[src/rtl/capture_pkg.sv]
// rtl/capture_pkg.sv - shared types and helpers for the capture buffer read and write engines
package capture_pkg;

    typedef enum logic [1:0] {
        IDLE   = 2'd0,
        STREAM = 2'd1,
        DRAIN  = 2'd2
    } cap_state_t;

    function automatic int capture_depth(input int addr_width);
        return 1 << addr_width;
    endfunction

endpackage

[src/rtl/ring_addr_counter.sv]
// rtl/ring_addr_counter.sv - loadable, enabled ring address counter that wraps at 2^ADDR_WIDTH
module ring_addr_counter #(
    parameter int ADDR_WIDTH = 8
) (
    input  logic                  clk,
    input  logic                  rst,
    input  logic                  load,
    input  logic [ADDR_WIDTH-1:0] load_value,
    input  logic                  inc,
    output logic [ADDR_WIDTH-1:0] value
);

    // Load wins over increment; the top of the range rolls over to zero naturally.
    always_ff @(posedge clk or posedge rst) begin
        if (rst) begin
            value <= '0;
        end else if (load) begin
            value <= load_value;
        end else if (inc) begin
            value <= value + 1'b1;
        end
    end

endmodule

[src/rtl/capture_readout.sv]
// rtl/capture_readout.sv - streams a wrapped window of the capture RAM out over valid/ready
module capture_readout
    import capture_pkg::*;
#(
    parameter int DATA_WIDTH = 8,
    parameter int ADDR_WIDTH = 8
) (
    input  logic                  clk,
    input  logic                  rst,
    input  logic                  start,
    input  logic [ADDR_WIDTH-1:0] start_addr,
    input  logic [ADDR_WIDTH:0]   count,
    input  logic                  abort,
    output logic [ADDR_WIDTH-1:0] ram_addr,
    output logic                  ram_cs,
    output logic                  ram_oe,
    input  logic [DATA_WIDTH-1:0] ram_data,
    output logic [DATA_WIDTH-1:0] m_data,
    output logic                  m_valid,
    output logic                  m_last,
    input  logic                  m_ready,
    output logic                  busy,
    output logic                  done
);

    localparam logic [ADDR_WIDTH:0] REM_ONE  = {{ADDR_WIDTH{1'b0}}, 1'b1};
    localparam logic [ADDR_WIDTH:0] REM_FULL = (ADDR_WIDTH+1)'(capture_depth(ADDR_WIDTH));

    cap_state_t          state, next_state;
    logic [ADDR_WIDTH:0] remaining;
    logic                cnt_load, cnt_inc, load_sample, finish;

    ring_addr_counter #(.ADDR_WIDTH(ADDR_WIDTH)) u_addr (
        .clk        (clk),
        .rst        (rst),
        .load       (cnt_load),
        .load_value (start_addr),
        .inc        (cnt_inc),
        .value      (ram_addr)
    );

    assign ram_cs = busy;
    assign ram_oe = busy;

    always_comb begin
        next_state  = state;
        cnt_load    = 1'b0;
        cnt_inc     = 1'b0;
        load_sample = 1'b0;
        finish      = 1'b0;
        case (state)
            IDLE: begin
                if (start) begin
                    cnt_load   = 1'b1;
                    next_state = STREAM;
                end
            end
            STREAM: begin
                if (remaining == '0) begin
                    next_state = DRAIN;
                end else if (!m_valid || m_ready) begin
                    load_sample = 1'b1;
                    cnt_inc     = 1'b1;
                    if (remaining == REM_ONE) begin
                        next_state = DRAIN;
                    end
                end
            end
            DRAIN: begin
                if (m_ready) begin
                    finish     = 1'b1;
                    next_state = IDLE;
                end
            end
            default: next_state = IDLE;
        endcase
        // Abort overrides every action, including a start presented alongside it.
        if (abort) begin
            next_state  = IDLE;
            cnt_load    = 1'b0;
            cnt_inc     = 1'b0;
            load_sample = 1'b0;
            finish      = 1'b0;
        end
    end

    always_ff @(posedge clk or posedge rst) begin
        if (rst) begin
            state     <= IDLE;
            remaining <= '0;
            m_data    <= '0;
            m_valid   <= 1'b0;
            m_last    <= 1'b0;
            busy      <= 1'b0;
            done      <= 1'b0;
        end else begin
            state <= next_state;
            done  <= finish;
            if (cnt_load) begin
                remaining <= (count == '0) ? REM_FULL : count;
                busy      <= 1'b1;
            end
            if (load_sample) begin
                m_data    <= ram_data;
                m_valid   <= 1'b1;
                m_last    <= (remaining == REM_ONE);
                remaining <= remaining - REM_ONE;
            end
            if (finish || abort) begin
                m_valid <= 1'b0;
                m_last  <= 1'b0;
                busy    <= 1'b0;
            end
        end
    end

endmodule

[config.mk]
export PLATFORM = sky130hd
export DESIGN_NAME = capture_readout
export DESIGN_NICKNAME = d
export VERILOG_FILES = /design/src/rtl/capture_pkg.sv /design/src/rtl/ring_addr_counter.sv /design/src/rtl/capture_readout.sv
export SDC_FILE = /design/constraint.sdc
export NUM_CORES = 1
export LEC_CHECK = 0
export BUFFER_PORTS_ARGS = -buffer_cell sky130_fd_sc_hd__buf_2
export CAP_MARGIN = 15
export CORE_MARGIN = 3
export CORE_UTILIZATION = 40
export CTS_CLUSTER_SIZE = 40
export DETAILED_ROUTE_END_ITERATION = 16
export PLACE_DENSITY = 0.67
export SLEW_MARGIN = 5
export SYNTH_ARGS = -nofsm -noshare
export SYNTH_HDL_FRONTEND = slang
export SYNTH_SLANG_ARGS = --single-unit
[constraint.sdc]
create_clock -name clk -period 1.65 [get_ports clk]
set_input_delay 0.33 -clock clk [delete_from_list [all_inputs] [get_ports clk]]
set_output_delay 0.33 -clock clk [all_outputs]
set_load 0.005 [all_outputs]
==> metrics.yaml, run 1 <==
yosys:
  synth_warnings: 0
  synthTopCellsByCount: "31 x dfrtp_1, 11 x nor2_1, 10 x nand2_1, 10 x o211ai_1, 9 x nor3_1"
  synthXorXnorAreaFrac: 0
  synth_compound_area_frac: 0.211
  yosys.area_share.simple: 0.218
  syn-cell-area_um2: 1760
  synth_top_family_by_area: "simple AND/OR/NAND/NOR gates"
  synth.area.mux_share: 0.0511
  yosysTopAreaCell: "dfrtp_1"
  synth_top_area_share: 0.440
  yosysMostFrequentCell: "dfrtp_1"
  synth_adder_area_share: 0.0284
  ys_ff_latch: 31
  async_reset_ff_frac: 1.00
  synth_enable_flop_cells: 0
  ys_seq_area_frac: 0.440
  synth_cells: 175
  post_synth_num_cell_types: 45
  synth.top_cells.by_area: "dfrtp_1 44%, mux2_2 5.1%, o211ai_1 4.3%"
  ys.flop_type: "dfrtp_1"
  synth.avg_cell_area_um2: 10.1
  syn_nets: 209
global_route:
  grtUsageTotal: 0.200
  overflow: 0
  grt_pass1_wl_mm: 8.20
  grt_pass1_vias: 1710
  grt_max_degree: 32
  antenna_found_initial: 0
layout:
  diodes: 0
  fillers: 350
  finalNetCount: 298
  drive_above_1_share: 0.528
  area_growth_pct: 43.8
  instances_no_fill: 315
run:
  cap_violations: 0
clock_network:
  hold_buffers: 0
  path_clk_slew_ps: 70
  cts_max_level: 2
  cts_sinks: 31
  clk_latency_ps: 280
  cts_root_buf: "clkbuf_8"
  cts_tree: "done"
  cts_max_path_buffers: 2
  cts-buffers-inserted: 5
pwr:
  p_leak_nw: 1.18
  power_frac_seq: 0.405
  power.density_nw_per_um2: 1120
  p_clk_frac: 0.203
  ir_drop_uv: 584
  p_int_mw: 1.87
  total_power_mw: 2.85
  swShare: 0.344
  p_sw_mw: 0.980
  p_comb_frac: 0.393
critical_path:
  worstPathCellList: "nor4_4, buf_4, nand2_2, or4_4, a21oi_2"
  worstPathArrival_ps: 1890
  endpoint_kind: "flop"
  critical-path-slowest-cell: "or4_4"
  crit_fanout: 4
  cpPeakStageDelay_ps: 480
  cp_data_required_time_ps: 1870
  cp-start-kind: "flop"
  critPathKind: "reg2reg"
place:
  dpl.cell_count: 303
  port_buffers: 51
  place_congestion: 0.877
  dp_hpwl_mm: 3.48
timing:
  fmax_ghz: 0.598
  worst_pin_slew_ps: 406
  hold_viol_final: 0
  timing.final.ws_setup_ps: -21.9
  min_period_ps: 1670
  finalCritPeriodShare: 1.01
  rsz0062_at_grt: "true"
  relSlewSlack: 0.730
  report.final.slew_viol_count: 0
  finClkSkew_ps: 1.79
  setup_viol: 4
drt:
  drt_iter0_markers: 63
  first_pass_iters: 4
  drc_errors: 0
  wl_per_cell_um: 15.3
  via_per_inst: 5.45
  num_vias: 1717
  ant_nets: 0
  drt-total-wl_mm: 4.83
floorplan:
  core_um2: 4120
  start_util: 0.429
  die_w_um: 72.4
  die_h_um: 72.4
  die_area_um2: 5240
  rows: 23
  io-pin-count: 52
worst_hold_path:
  hp-class: "in2async"
run_status:
  violations: "negative setup slack"
  outcome: "finished, violations left"
-- registers in the layout, summed over array words and instances (netlist names) --
signal / cells
busy: 1
done: 1
m_data: 8
m_last: 1
m_valid: 1
remaining: 9
state: 2
u_addr.value: 8
-- through the flow --
stage | cell area, um2 | hold WS (ps) | worst slack [ps] | util | setup TNS [ps]
5_1_grt | 2540 | 158 | -92.3 | 0.617 | -510
4_1_cts | 2430 | 126 | -55.9 | 0.591 | -211
6_report | 2540 | 120 | -21.9 | 0.617 | -59.9
3_5_place_dp | 2300 | 439 | -100 | 0.560 | -572
2_1_floorplan | 1770 | 393 | 3.54 | - | 0
3_3_place_gp | 2300 | 433 | -67.1 | 0.560 | -153
-- placed cells by master (no fill, tap or decap), types with 3 or more instances in the layout --
cell / instances
nor2_1: 10
a211oi_1: 3
o21a_1: 4
o211ai_1: 10
a21oi_1: 5
nand4_1: 3
a211oi_2: 4
clkbuf_8: 5
mux2_2: 8
clkinv_2: 3
a221o_1: 4
and2_1: 3
buf_2: 51
buf_6: 5
ha_1: 4
nand2_1: 8
nand3_1: 5
dfrtp_1: 30
buf_4: 36
nor3_1: 7
inv_1: 6
or2_2: 3
and3_1: 4
-- worst max-delay path: cells and delay by family, from the launching register on --
family                 cells  cell delay [ps]
AOI/OAI and AO/OA          1              120
DFF                        1              410
buffers and inverters      1              180
and+or+nand+nor            3              900
-- per-layer routing --
metal | track usage | up-vias | part of all wire
met1 | 0.262 | 818 | 0.44
met2 | 0.335 | 46 | 0.49
met4 | 0.0492 | 0 | 0.012
met5 | 0 | - | 0
met3 | 0.0443 | 8 | 0.052
li1 | - | 845 | -
-- path summary, 6_finish.rpt --
check                               from         endpoint  depth (start not counted)  slack, ps
hold reg to reg                m_data[4]        m_data[4]                          1        500
setup / recovery            remaining[7]         state[1]                          5        -20
max in group asynchronous            rst  u_addr.value[0]                          3       1220
hold / removal                       rst        m_data[1]                          3        120
setup reg to reg            remaining[7]         state[1]                          5        -20
min in group clk           start_addr[7]  u_addr.value[7]                          3        240
-- power groups by stage --
stage / registers (mW) / clock network [mW] / logic (mW)
after floorplan: 1.18 / 0 / 0.510
after global placement: 1.15 / 0 / 1.03
final: 1.15 / 0.577 / 1.12
after detailed placement: 1.16 / 0 / 1.05
after global routing: 1.19 / 0.630 / 1.26
after CTS: 1.15 / 0.595 / 1.08
-- timing repair --
action | CTS | global route
setup buffers | 2 | 3
pin swaps | 6 | 7
gates resized for setup | 5 | 25
endpoints found under the setup margin | 8 | 26
hold endpoints to repair | 0 | 0
cloned | 1 | 0
-- area by class of cell --
cell class	count	area [um2]	area share
multi-input cells	128	1010	0.398
inverters	6	22.5	0.00888
clock buffers	5	68.8	0.0271
flip-flops and latches	31	777	0.306
well taps	50	62.6	0.0247
repair buffers	92	582	0.229
clock inverters	3	15.0	0.00592
-- cell families (layout without fill, tap and decap cells) --
group | after synthesis | after routing
AND/OR/NAND/NOR | 66 | 67
AO/OA/AOI/OAI | 49 | 49
flip-flops | 31 | 31
buffers and inverters | 17 | 106
multiplexers | 8 | 8
adder cells (fa/ha/maj) | 4 | 4
No activity file was read; power rests on OpenSTA's default activity.
==> run 2, diff against run 1 <==
SETUP_SLACK_MARGIN = 0.3   (was default)
SLEW_MARGIN = 20   (was 5)
==> metrics.yaml, run 2 (synthesized netlist as in run 1, its figures left out) <==
run_status:
  outcome: "completed"
timing:
  hold_slack_ps: 126
  finClkSkew_ps: 5.22
  relSlewSlack: 0.720
  setup_viol: 0
  worst_pin_slew_ps: 420
  report.final.slew_viol_count: 0
  rsz0062_at_grt: "true"
  timing.final.ws_setup_ps: 1.97
  fmax_ghz: 0.607
  finalCritPeriodShare: 0.999
  min_period_ps: 1650
  hold_viol_final: 0
global_route:
  antenna_found_initial: 0
  overflow: 0
  grt_pass1_vias: 1682
  grt_max_degree: 32
  grtUsageTotal: 0.194
  grt_pass1_wl_mm: 7.99
drt:
  drt_iter0_markers: 151
  drt-total-wl_mm: 5.20
  ant_nets: 0
  drc_errors: 0
  num_vias: 1770
  via_per_inst: 5.64
  first_pass_iters: 5
  wl_per_cell_um: 16.6
layout:
  diodes: 0
  instances_no_fill: 314
  regMostFlops: "remaining"
  area_growth_pct: 50.0
  fillers: 323
  drive_above_1_share: 0.545
  final_common_cell: "buf_2"
  final_cell_mix: "51 x buf_2, 32 x buf_4, 29 x dfrtp_1, 10 x o211ai_1, 9 x nor2_1"
  largest_reg_flops: 9
  finalNetCount: 297
  seq_area_um2: 778
  final_cell_area_um2: 2650
  top_regs: "remaining (9), m_data (8), u_addr.value (8)"
  multi_input_area_um2: 1100
run:
  cap_violations: 0
floorplan:
  core_um2: 4120
  start_util: 0.429
  die_w_um: 72.4
  io-pin-count: 52
  die_h_um: 72.4
  rows: 23
  die_area_um2: 5240
place:
  dp_hpwl_mm: 3.49
  dp_slack_ps: -68.4
  dpl.cell_count: 294
  port_buffers: 51
  place_congestion: 0.814
  post_dp_cell_area_um2: 2240
worst_hold_path:
  hp-class: "in2async"
clock_network:
  cts_max_path_buffers: 2
  hold_buffers: 0
  cts_max_level: 2
  cts_tree: "done"
  cts_root_buf: "clkbuf_8"
  path_clk_slew_ps: 70
  clk_latency_ps: 280
  cts-buffers-inserted: 5
  cts_sinks: 31
critical_path:
  critPathKind: "reg2reg"
  cp-start-kind: "flop"
  crit_fanout: 5
  worstPathArrival_ps: 1800
  endpoint_kind: "flop"
  cp_data_required_time_ps: 1810
  r2r_setup_slack_ps: 2
pwr:
  power.density_nw_per_um2: 1150
  ir_drop_uv: 525
  p_leak_nw: 1.21
## run 2: cell count changes in the layout (fill, tap and decap cells not counted), sizes merged
cell,before,now
or4b,1,2
buf,92,90
clkbuf,5,8
clkinv,3,0
## run 2: worst paths after layout
| kind | cells after the start | end | start |
|---|---|---|---|
| worst max-delay path | 5 | remaining[0] | remaining[5] |
| worst min-delay path | 3 | m_data[1] | rst |
| worst max register to register | 5 | remaining[0] | remaining[5] |
| worst min register to register | 1 | m_data[5] | m_data[5] |
| max in group asynchronous | 3 | state[1] | rst |
| min in group clk | 3 | u_addr.value[6] | start_addr[6] |
## run 2: layer usage
layer / track usage / wire [um] / vias to the layer above
li1: - / - / 847
met1: 0.262 / 2300 / 865
met2: 0.309 / 2560 / 52
met3: 0.0512 / 284 / 6
met4: 0.0512 / 57 / 0
met5: 0 / 0 / -
## run 2: repair_timing
action                     CTS  global route
cloned                       1             1
resized for setup           32            20
setup endpoints to repair   29            29
pin swaps                   10             6
buffers inserted             5             5
## run 2: critical path: stages, from the launching register on
cell and delay [ps]:
dfrtp_1 420, nor4_4 330, and3_4 320, buf_6 130
nor3_2 30, a221o_1 290
## run 2: per-stage QoR
| stage | setup TNS (ps) | power [mW] | util |
|---|---|---|---|
| final | 0 | 3.04 | 0.643 |
| after global routing | -454 | 3.22 | 0.643 |
| after CTS | -48.7 | 2.95 | 0.611 |
| after detailed placement | -128 | 2.20 | 0.545 |
| after global placement | -65.5 | 2.16 | 0.545 |
| after floorplan | 0 | 1.70 | - |
## run 2: report_power, final
part	leakage [nW]	internal, mW	switching (mW)
registers	0.369	0.964	0.205
clock network	0.0515	0.380	0.286
logic	0.791	0.665	0.540
total	1.21	2.01	1.03
## run 2: cell type report
class	instances	share of cell area
multi-input combinational	129	0.417
sequential	31	0.294
timing repair buffer	90	0.218
clock buffer	8	0.0378
tap	50	0.0236
inverter	6	0.00851
==> run 3, diff against run 2 <==
CTS_BUF_LIST = sky130_fd_sc_hd__clkbuf_16   (was default)
==> metrics.yaml, run 3 (synthesized netlist as in run 1, its figures left out) <==
run_status:
  outcome: "completed"
drt:
  num_vias: 1799
  wl_per_cell_um: 16.4
  first_pass_iters: 4
  drc_errors: 0
  ant_nets: 0
  via_per_inst: 5.73
  drt_iter0_markers: 114
  drt-total-wl_mm: 5.16
layout:
  largest_reg_flops: 9
  area_growth_pct: 51.9
  regMostFlops: "remaining"
  top_regs: "remaining (9), m_data (8), u_addr.value (8)"
  diodes: 0
  utilization: 0.651
  fillers: 314
  final_cell_mix: "51 x buf_2, 32 x buf_4, 29 x dfrtp_1, 10 x o211ai_1, 9 x nor2_1"
  drive_above_1_share: 0.542
  instances_no_fill: 314
  final_common_cell: "buf_2"
  finalNetCount: 297
timing:
  finalSetupTns_ps: 0
  finalCritPeriodShare: 0.998
  report.final.slew_viol_count: 0
  setup_viol: 0
  hold_slack_ps: 132
  worst_pin_slew_ps: 415
  fmax_ghz: 0.607
  rsz0062_at_grt: "true"
  relSlewSlack: 0.723
  hold_viol_final: 0
  min_period_ps: 1650
  finClkSkew_ps: 4.09
  timing.final.ws_setup_ps: 2.77
pwr:
  p_leak_nw: 1.25
  ir_drop_uv: 531
  power.density_nw_per_um2: 1200
place:
  place_congestion: 0.814
  dpl.cell_count: 294
  dp_hpwl_mm: 3.49
  port_buffers: 51
  dp_slack_ps: -68.4
critical_path:
  critPathLaunch: "remaining[5]"
  crit_fanout: 5
  reg2reg_from: "remaining[5]"
  endpoint_kind: "flop"
  worstPathArrival_ps: 1790
  critPathKind: "reg2reg"
  cp-start-kind: "flop"
  cp_data_required_time_ps: 1800
clock_network:
  cts_sinks: 31
  cts_tree: "done"
  cts-buffers-inserted: 5
  clk_latency_ps: 280
  cts_max_level: 2
  cts_root_buf: "clkbuf_16"
  cts_max_path_buffers: 2
  path_clk_slew_ps: 50
global_route:
  antenna_found_initial: 0
  grt_max_degree: 32
  grt_pass1_wl_mm: 8.11
  grtUsageTotal: 0.199
  grt_pass1_vias: 1704
  overflow: 0
floorplan:
  rows: 23
  die_w_um: 72.4
  io-pin-count: 52
  start_util: 0.429
  die_h_um: 72.4
  core_um2: 4120
  die_area_um2: 5240
run:
  cap_violations: 0
worst_hold_path:
  hp-class: "in2async"
==> run 3: cell types whose count changed in the layout (fill, tap and decap cells not counted), sizes merged <==
cell,previous run,this run
buf,90,91
clkbuf,8,5
clkinv,0,2
inv,6,7
or4b,2,1
==> run 3: cell type report <==
| type | instances | area, um2 | area share |
|---|---|---|---|
| clock buffer | 5 | 125 | 0.0467 |
| clock inverter | 3 | 11.3 | 0.00420 |
| inverter | 6 | 22.5 | 0.00840 |
| multi-input combinational | 128 | 1090 | 0.407 |
| sequential | 31 | 778 | 0.290 |
| tap | 50 | 62.6 | 0.0233 |
| timing repair buffer | 91 | 589 | 0.220 |
==> run 3: stage by stage <==
step	total power, mW	instance area, um2
final	3.22	2680
after global routing	3.42	2680
after CTS	3.15	2560
after detailed placement	2.20	2240
after global placement	2.16	2240
after floorplan	1.70	1780
==> run 3: path summary, 6_finish.rpt <==
path	end	cells after the start	slack [ps]
min	m_data[4]	3	130
min reg2reg	m_data[5]	1	500
max in group asynchronous	state[1]	3	1190
min in group clk	u_addr.value[6]	3	260
max reg2reg	remaining[0]	5	3
max	remaining[0]	5	3
==> run 3: report_power, final <==
part | internal (mW) | switching [mW] | total [mW]
Sequential | 0.966 | 0.203 | 1.17
Clock | 0.541 | 0.306 | 0.847
Combinational | 0.664 | 0.543 | 1.21
Total | 2.17 | 1.05 | 3.22
==> run 3: per-layer routing <==
| layer | track usage | up-vias | share of wire |
|---|---|---|---|
| met5 | 0 | - | 0 |
| met4 | 0.0656 | 0 | 0.0087 |
| met3 | 0.0540 | 6 | 0.059 |
| met2 | 0.314 | 63 | 0.48 |
| met1 | 0.264 | 882 | 0.45 |
| li1 | - | 848 | - |
==> run 3: timing repair <==
action / 4_1_cts / 5_1_grt
gates cloned: 1 / 0
hold buffers: 0 / 0
resized for setup: 33 / 19
buffers inserted: 6 / 5
pin swaps: 10 / 8
setup endpoints to repair: 29 / 29
==> run 3: worst max-delay path, stage by stage (launching register included) <==
cell	delay, ps
dfrtp_1	410
nor4_4	330
and3_4	320
buf_6	130
nor3_2	30
a221o_1	280
